$ cat config.mk
export PLATFORM = sky130hd
export DESIGN_NAME = instr_fetch_flat
export DESIGN_NICKNAME = d
export VERILOG_FILES = /design/src/rtl/instr_fetch_if.sv /design/src/rtl/instr_fetch.sv /design/src/flat_wrapper.sv
export SDC_FILE = /design/constraint.sdc
export NUM_CORES = 1
export LEC_CHECK = 0
export BUFFER_PORTS_ARGS = -buffer_cell sky130_fd_sc_hd__buf_2
export CORE_MARGIN = 2
export CORE_UTILIZATION = 52
export CTS_CLUSTER_DIAMETER = 60
export DETAILED_ROUTE_END_ITERATION = 8
export GPL_ROUTABILITY_DRIVEN = 0
export GPL_TIMING_DRIVEN = 1
export HOLD_SLACK_MARGIN = 0.05
export PLACE_DENSITY = 0.78
export SLEW_MARGIN = 20
export SYNTH_ARGS = -nofsm -noshare
export SYNTH_HDL_FRONTEND = slang
export SYNTH_SLANG_ARGS = --single-unit
$ cat constraint.sdc
create_clock -name clk -period 3.4 [get_ports clk]
set_clock_uncertainty 0.1 [all_clocks]
set_input_delay 0.68 -clock clk [delete_from_list [all_inputs] [get_ports clk]]
set_output_delay 0.68 -clock clk [all_outputs]
set_load 0.005 [all_outputs]
$ cat src/rtl/instr_fetch_if.sv
// Fetch-stage bundle: instruction memory read port, core handshake and fetch status.
// The fetch unit takes the master modport; the core/memory side takes the slave modport.
interface instr_fetch_if #(
    parameter int ADDR_WIDTH  = 8,
    parameter int INSTR_WIDTH = 8,
    parameter int DEPTH       = 2
);
    localparam int CNT_W = $clog2(DEPTH + 1);

    logic                   cs;
    logic                   redirect;
    logic [ADDR_WIDTH-1:0]  redirect_pc;
    logic                   imem_re;
    logic [ADDR_WIDTH-1:0]  imem_addr;
    logic [INSTR_WIDTH-1:0] imem_rdata;
    logic [INSTR_WIDTH-1:0] instr;
    logic [ADDR_WIDTH-1:0]  instr_pc;
    logic                   instr_valid;
    logic                   instr_ready;
    logic [ADDR_WIDTH-1:0]  fetch_pc;
    logic [CNT_W-1:0]       buf_count;

    modport master (
        input  cs, redirect, redirect_pc, imem_rdata, instr_ready,
        output imem_re, imem_addr, instr, instr_pc, instr_valid, fetch_pc, buf_count
    );

    modport slave (
        output cs, redirect, redirect_pc, imem_rdata, instr_ready,
        input  imem_re, imem_addr, instr, instr_pc, instr_valid, fetch_pc, buf_count
    );
endinterface

$ cat src/rtl/instr_fetch.sv
// Instruction fetch stage: fetch PC, single-outstanding 1-cycle memory read,
// PC-tagged prefetch FIFO and redirect flush toward the execute core.
module instr_fetch #(
    parameter int                    ADDR_WIDTH  = 8,
    parameter int                    INSTR_WIDTH = 8,
    parameter int                    DEPTH       = 2,
    parameter logic [ADDR_WIDTH-1:0] RESET_PC    = '0
) (
    input logic          clk,
    input logic          reset,
    instr_fetch_if.master bus
);
    localparam int                CNT_W    = $clog2(DEPTH + 1);
    localparam int                PTR_W    = (DEPTH > 1) ? $clog2(DEPTH) : 1;
    localparam logic [PTR_W-1:0]  LAST_PTR = PTR_W'(DEPTH - 1);
    localparam logic [CNT_W:0]    DEPTH_C  = (CNT_W + 1)'(DEPTH);

    logic [ADDR_WIDTH-1:0]  fetch_pc_q, fetch_pc_d;
    logic                   inflight_q, inflight_d;
    logic [ADDR_WIDTH-1:0]  tag_q, tag_d;
    logic [PTR_W-1:0]       rd_ptr_q, rd_ptr_d;
    logic [PTR_W-1:0]       wr_ptr_q, wr_ptr_d;
    logic [CNT_W-1:0]       count_q, count_d;
    logic [INSTR_WIDTH-1:0] data_q [DEPTH];
    logic [ADDR_WIDTH-1:0]  pc_q   [DEPTH];

    logic           valid;
    logic           pop;
    logic           push;
    logic           issue;
    logic [CNT_W:0] occ;

    function automatic logic [PTR_W-1:0] ptr_inc(input logic [PTR_W-1:0] p);
        return (p == LAST_PTR) ? '0 : p + PTR_W'(1);
    endfunction

    // Occupancy counts the outstanding read as a reserved slot, so a
    // return always has room and the FIFO can never overflow.
    always_comb begin
        valid = (count_q != '0);
        pop   = valid & bus.instr_ready;
        push  = inflight_q & ~bus.redirect;
        occ   = {1'b0, count_q} + {{CNT_W{1'b0}}, inflight_q} - {{CNT_W{1'b0}}, pop};
        issue = bus.cs & ~bus.redirect & ~reset & (occ < DEPTH_C);
    end

    always_comb begin
        fetch_pc_d = fetch_pc_q;
        inflight_d = issue;
        tag_d      = tag_q;
        rd_ptr_d   = rd_ptr_q;
        wr_ptr_d   = wr_ptr_q;
        count_d    = count_q;

        if (bus.redirect) begin
            fetch_pc_d = bus.redirect_pc;
            rd_ptr_d   = '0;
            wr_ptr_d   = '0;
            count_d    = '0;
        end else begin
            if (issue) begin
                fetch_pc_d = fetch_pc_q + ADDR_WIDTH'(1);
                tag_d      = fetch_pc_q;
            end
            if (pop) rd_ptr_d = ptr_inc(rd_ptr_q);
            if (push) wr_ptr_d = ptr_inc(wr_ptr_q);
            case ({push, pop})
                2'b10:   count_d = count_q + CNT_W'(1);
                2'b01:   count_d = count_q - CNT_W'(1);
                default: count_d = count_q;
            endcase
        end
    end

    always_ff @(posedge clk) begin
        if (reset) begin
            fetch_pc_q <= RESET_PC;
            inflight_q <= 1'b0;
            tag_q      <= '0;
            rd_ptr_q   <= '0;
            wr_ptr_q   <= '0;
            count_q    <= '0;
        end else begin
            fetch_pc_q <= fetch_pc_d;
            inflight_q <= inflight_d;
            tag_q      <= tag_d;
            rd_ptr_q   <= rd_ptr_d;
            wr_ptr_q   <= wr_ptr_d;
            count_q    <= count_d;
        end
    end

    // Storage needs no reset: every read of it is qualified by count_q.
    always_ff @(posedge clk) begin
        if (!reset && push) begin
            data_q[wr_ptr_q] <= bus.imem_rdata;
            pc_q[wr_ptr_q]   <= tag_q;
        end
    end

    assign bus.imem_re     = issue;
    assign bus.imem_addr   = fetch_pc_q;
    assign bus.fetch_pc    = fetch_pc_q;
    assign bus.buf_count   = count_q;
    assign bus.instr_valid = valid;
    assign bus.instr       = valid ? data_q[rd_ptr_q] : '0;
    assign bus.instr_pc    = valid ? pc_q[rd_ptr_q] : '0;
endmodule

$ cat src/flat_wrapper.sv
// flat-port wrapper written by rule: the top's interface ports become plain ports
module instr_fetch_flat 
#(
    parameter int                    ADDR_WIDTH  = 8,
    parameter int                    INSTR_WIDTH = 8,
    parameter int                    DEPTH       = 2,
    parameter logic [ADDR_WIDTH-1:0] RESET_PC    = '0
)
  (clk, reset, bus_cs, bus_redirect, bus_redirect_pc, bus_imem_rdata, bus_instr_ready, bus_imem_re, bus_imem_addr, bus_instr, bus_instr_pc, bus_instr_valid, bus_fetch_pc, bus_buf_count);
  instr_fetch_if #(.ADDR_WIDTH(ADDR_WIDTH), .INSTR_WIDTH(INSTR_WIDTH), .DEPTH(DEPTH)) bus_i ();
  input logic clk;
  input logic reset;
  input wire logic [$bits(bus_i.cs)-1:0] bus_cs;
  input wire logic [$bits(bus_i.redirect)-1:0] bus_redirect;
  input wire logic [$bits(bus_i.redirect_pc)-1:0] bus_redirect_pc;
  input wire logic [$bits(bus_i.imem_rdata)-1:0] bus_imem_rdata;
  input wire logic [$bits(bus_i.instr_ready)-1:0] bus_instr_ready;
  output wire logic [$bits(bus_i.imem_re)-1:0] bus_imem_re;
  output wire logic [$bits(bus_i.imem_addr)-1:0] bus_imem_addr;
  output wire logic [$bits(bus_i.instr)-1:0] bus_instr;
  output wire logic [$bits(bus_i.instr_pc)-1:0] bus_instr_pc;
  output wire logic [$bits(bus_i.instr_valid)-1:0] bus_instr_valid;
  output wire logic [$bits(bus_i.fetch_pc)-1:0] bus_fetch_pc;
  output wire logic [$bits(bus_i.buf_count)-1:0] bus_buf_count;
  assign bus_i.cs = bus_cs;
  assign bus_i.redirect = bus_redirect;
  assign bus_i.redirect_pc = bus_redirect_pc;
  assign bus_i.imem_rdata = bus_imem_rdata;
  assign bus_i.instr_ready = bus_instr_ready;
  assign bus_imem_re = bus_i.imem_re;
  assign bus_imem_addr = bus_i.imem_addr;
  assign bus_instr = bus_i.instr;
  assign bus_instr_pc = bus_i.instr_pc;
  assign bus_instr_valid = bus_i.instr_valid;
  assign bus_fetch_pc = bus_i.fetch_pc;
  assign bus_buf_count = bus_i.buf_count;
  instr_fetch #(.ADDR_WIDTH(ADDR_WIDTH), .INSTR_WIDTH(INSTR_WIDTH), .DEPTH(DEPTH), .RESET_PC(RESET_PC)) u_core (.clk(clk), .reset(reset), .bus(bus_i));
endmodule
==> results.tsv <==
stage	metric	value	unit
status	status	finished, final reports clean	
synthesis	Mapped Cells	186	
grt	initial antenna violation count	0	
setup_path	worst-path fanout max	9	
timing	worst hold margin	353.7	ps
floorplan	die area	0.005040	mm^2
synthesis	Avg Cell Area, Syn	12.55	um^2
synthesis	complex-gate fraction of the synthesized area	0.04504	
route	final WL	3.981	mm
floorplan	core area	0.004324	mm^2
power	Pleak	1.032	nW
floorplan	I/O pins	57	
timing	RSZ-0062 raised after global routing	false	
timing	Final Setup Violations	0	
floorplan	die extent in x	70.99	um
setup_path	Crit path required time	2620	ps
route	vias	1470	
finish	area of the multi-input gates	812.0	um^2
route	drt first pass iters	4	
finish	layout cells sized above 1	0.3319	
synthesis	synthesized flop and latch total	54	
timing	minimum clock period	3065	ps
clock_network	Sink Count	54	
finish	antenna cell count	0	
floorplan	initial core utilization	0.5396	
timing	Final period util	0.9016	
clock_network	CTS Buf Count	5	
synthesis	Yosys cell types	33	
clock_network	worst-skew pair later-pin latency	290	ps
clock_network	postcts setup bufs	0	
clock_network	htree depth	2	
grt	global route total overflow	0	
placement	port bufs	56	
placement	DP Area	0.002597	mm^2
grt	GRT Util Overall	0.1689	
synthesis	main combinational cell family by area after synthesis	simple AND/OR/NAND/NOR gates	
clock_network	CTS tree	yes	
setup_path	startpoint type of the worst setup path	register	
route	DRC violations left	0	
timing	Slew @ Worst Pin	916.5	ps
finish	post-route cell area	0.002689	mm^2
route	per-cell routed wire length	13.87	um
power	power per cell area	421.6	mW/mm^2
finish	register area	0.001403	mm^2
synthesis	Post-Synth Simple-Gate Area	0.1265	
synthesis	Post-Synth Adder-Cell Area	0.01394	
flow_run	maxcap violations	0	
grt	largest net degree at the start of global routing	19	
timing	Hold Vio Cnt, Final	0	
synthesis	mux contribution to synthesized area	0.1072	
clock_network	clk buf depth	2	
grt	first-pass GRT wire length	6.713	mm
synthesis	Synth Cell Area	0.002333	mm^2
floorplan	chip height	70.99	um
finish	Fillers	354	
setup_path	critical path class	register to primary output	
synthesis	Synth Net Count	209	
finish	Final Util	0.6218	
timing	max-slew violations	0	
power	Tot Pwr	1.134	mW
clock_network	root buffer cell	clkbuf_8	
synthesis	Seq/Total Area, Yosys	0.6005	
placement	Post-Place Setup Slack	340.4	ps
setup_path	CP Capture Type	primary output	
route	DRT iter0 DRCs	74	
timing	fmax	326.2	MHz
timing	Setup TNS	0	ps
clock_network	Clock transition at path regs	100	ps
route	Avg Vias per Cell	5.122	
timing	Relative slew margins	0.3882	
floorplan	Rows	24	
grt	number of global-route vias before repair	1458	
finish	Finished Layout Cells	287	
timing	Setup WS post-layout	334.5	ps
setup_path	Arrival @ worst endpoint	2290	ps
placement	Placed Instances	279	
placement	hpwl dp	2.842	mm
route	antenna-violating nets left	0	
finish	Area growth syn-to-layout	15.23	%
hold_path	Hold WC Path Type	register to register	
power	Peak VDD IR	0.3039	mV
synthesis	Synth Area in XOR/XNOR	0.04558	
synthesis	Synth Warn #	0	
finish	Final #Nets	257	
[kinds of logic after synthesis]
logic type	count (synthesis)
xor+xnor	10
compound gates	14
fa+ha+maj	2
flops	54
mux	25
simple gates	58
buf+inv	23
[power by group]
part / switching, mW / internal [mW]
logic: 0.0384 / 0.0382
clock network: 0.195 / 0.145
registers: 0.0154 / 0.701
total: 0.249 / 0.885
[layout make-up]
class | instances | share of cell area
Sequential cell | 54 | 0.5216
Multi-Input combinational cell | 109 | 0.3020
Timing Repair Buffer | 59 | 0.1126
Clock buffer | 6 | 0.02699
Tap cell | 52 | 0.02420
Inverter | 5 | 0.006980
Clock inverter | 2 | 0.005584
[metal layers]
layer / routed length, um / global-route usage / up-vias / part of all wire
met5: 0 / 0 / - / 0
met4: 17 / 0.04403 / 0 / 0.0043
met3: 225 / 0.03561 / 2 / 0.057
met2: 1971 / 0.2991 / 47 / 0.50
met1: 1767 / 0.2107 / 680 / 0.44
li1: - / - / 741 / -
[path summary, 6_finish.rpt]
path              slack (ps)                    start  cells after the start           endpoint
setup / recovery         330  u_core.bus.buf_count[1]                      7        bus_imem_re
hold / removal           350          u_core.tag_q[5]                      0  u_core.pc_q[1][5]
setup reg to reg         840  u_core.bus.buf_count[1]                      9    u_core.tag_q[0]
hold reg to reg          350          u_core.tag_q[5]                      0  u_core.pc_q[1][5]
[registers in the layout, summed over array words and instances (netlist names), named ones only]
name / cells
u_core.bus.buf_count: 2
u_core.rd_ptr_q: 1
u_core.tag_q: 8
u_core.bus.fetch_pc: 8
u_core.pc_q: 16
u_core.data_q: 16
u_core.inflight_q: 1
u_core.wr_ptr_q: 1
[layout by cell type (no fill, tap or decap), types with 2 or more instances in the layout]
cell type | Yosys | layout
inv_1 | 5 | 5
edfxtp_1 | 32 | 32
nand2_1 | 5 | 5
mux2i_1 | 25 | 25
o21ai_0 | 3 | 3
nor3_1 | 2 | 2
nor3b_2 | 1 | 2
buf_4 | 8 | 3
a21oi_1 | 2 | 2
buf_2 | 3 | 56
nand4_1 | 2 | 2
clkinvlp_4 | 0 | 2
clkbuf_8 | 0 | 5
nor4b_2 | 2 | 2
dfxtp_1 | 22 | 21
a211oi_2 | 2 | 2
nor2_1 | 38 | 37
a211oi_1 | 4 | 4
xnor2_1 | 8 | 8
[Yosys cell counts (all sizes together)]
cell | n | area share
clkbuf | 4 | 0.0064
a21oi | 2 | 0.0043
dfxtp | 22 | 0.19
nor4 | 2 | 0.0080
nor2 | 38 | 0.061
mux2i | 25 | 0.11
nand2 | 5 | 0.0080
o21ai | 3 | 0.0064
nor4bb | 1 | 0.0043
or2 | 1 | 0.0027
nor4b | 2 | 0.013
a211oi | 6 | 0.024
inv | 5 | 0.0080
a2111oi | 1 | 0.0038
xor2 | 2 | 0.016
edfxtp | 32 | 0.41
nor3b | 3 | 0.012
o21bai | 1 | 0.0032
ha | 1 | 0.0054
and4 | 1 | 0.0038
nor3 | 3 | 0.0086
fa | 1 | 0.0086
nand4 | 2 | 0.0054
xnor2 | 8 | 0.030
a311oi | 1 | 0.0038
buf | 14 | 0.047
[worst max-delay path: stages (launching register included)]
cell and delay (ps):
dfxtp_2 480, nand2_1 120, mux2i_1 180, nand2_1 110, fa_1 520, nand2_1 170
nor3_2 250, buf_2 150
[what timing repair did]
action                                  4_1_cts  5_1_grt
resized for setup                             0        1
endpoints found under the setup margin        0        1
hold buffers                                  0        0
No activity file was read; power rests on OpenSTA's default activity.
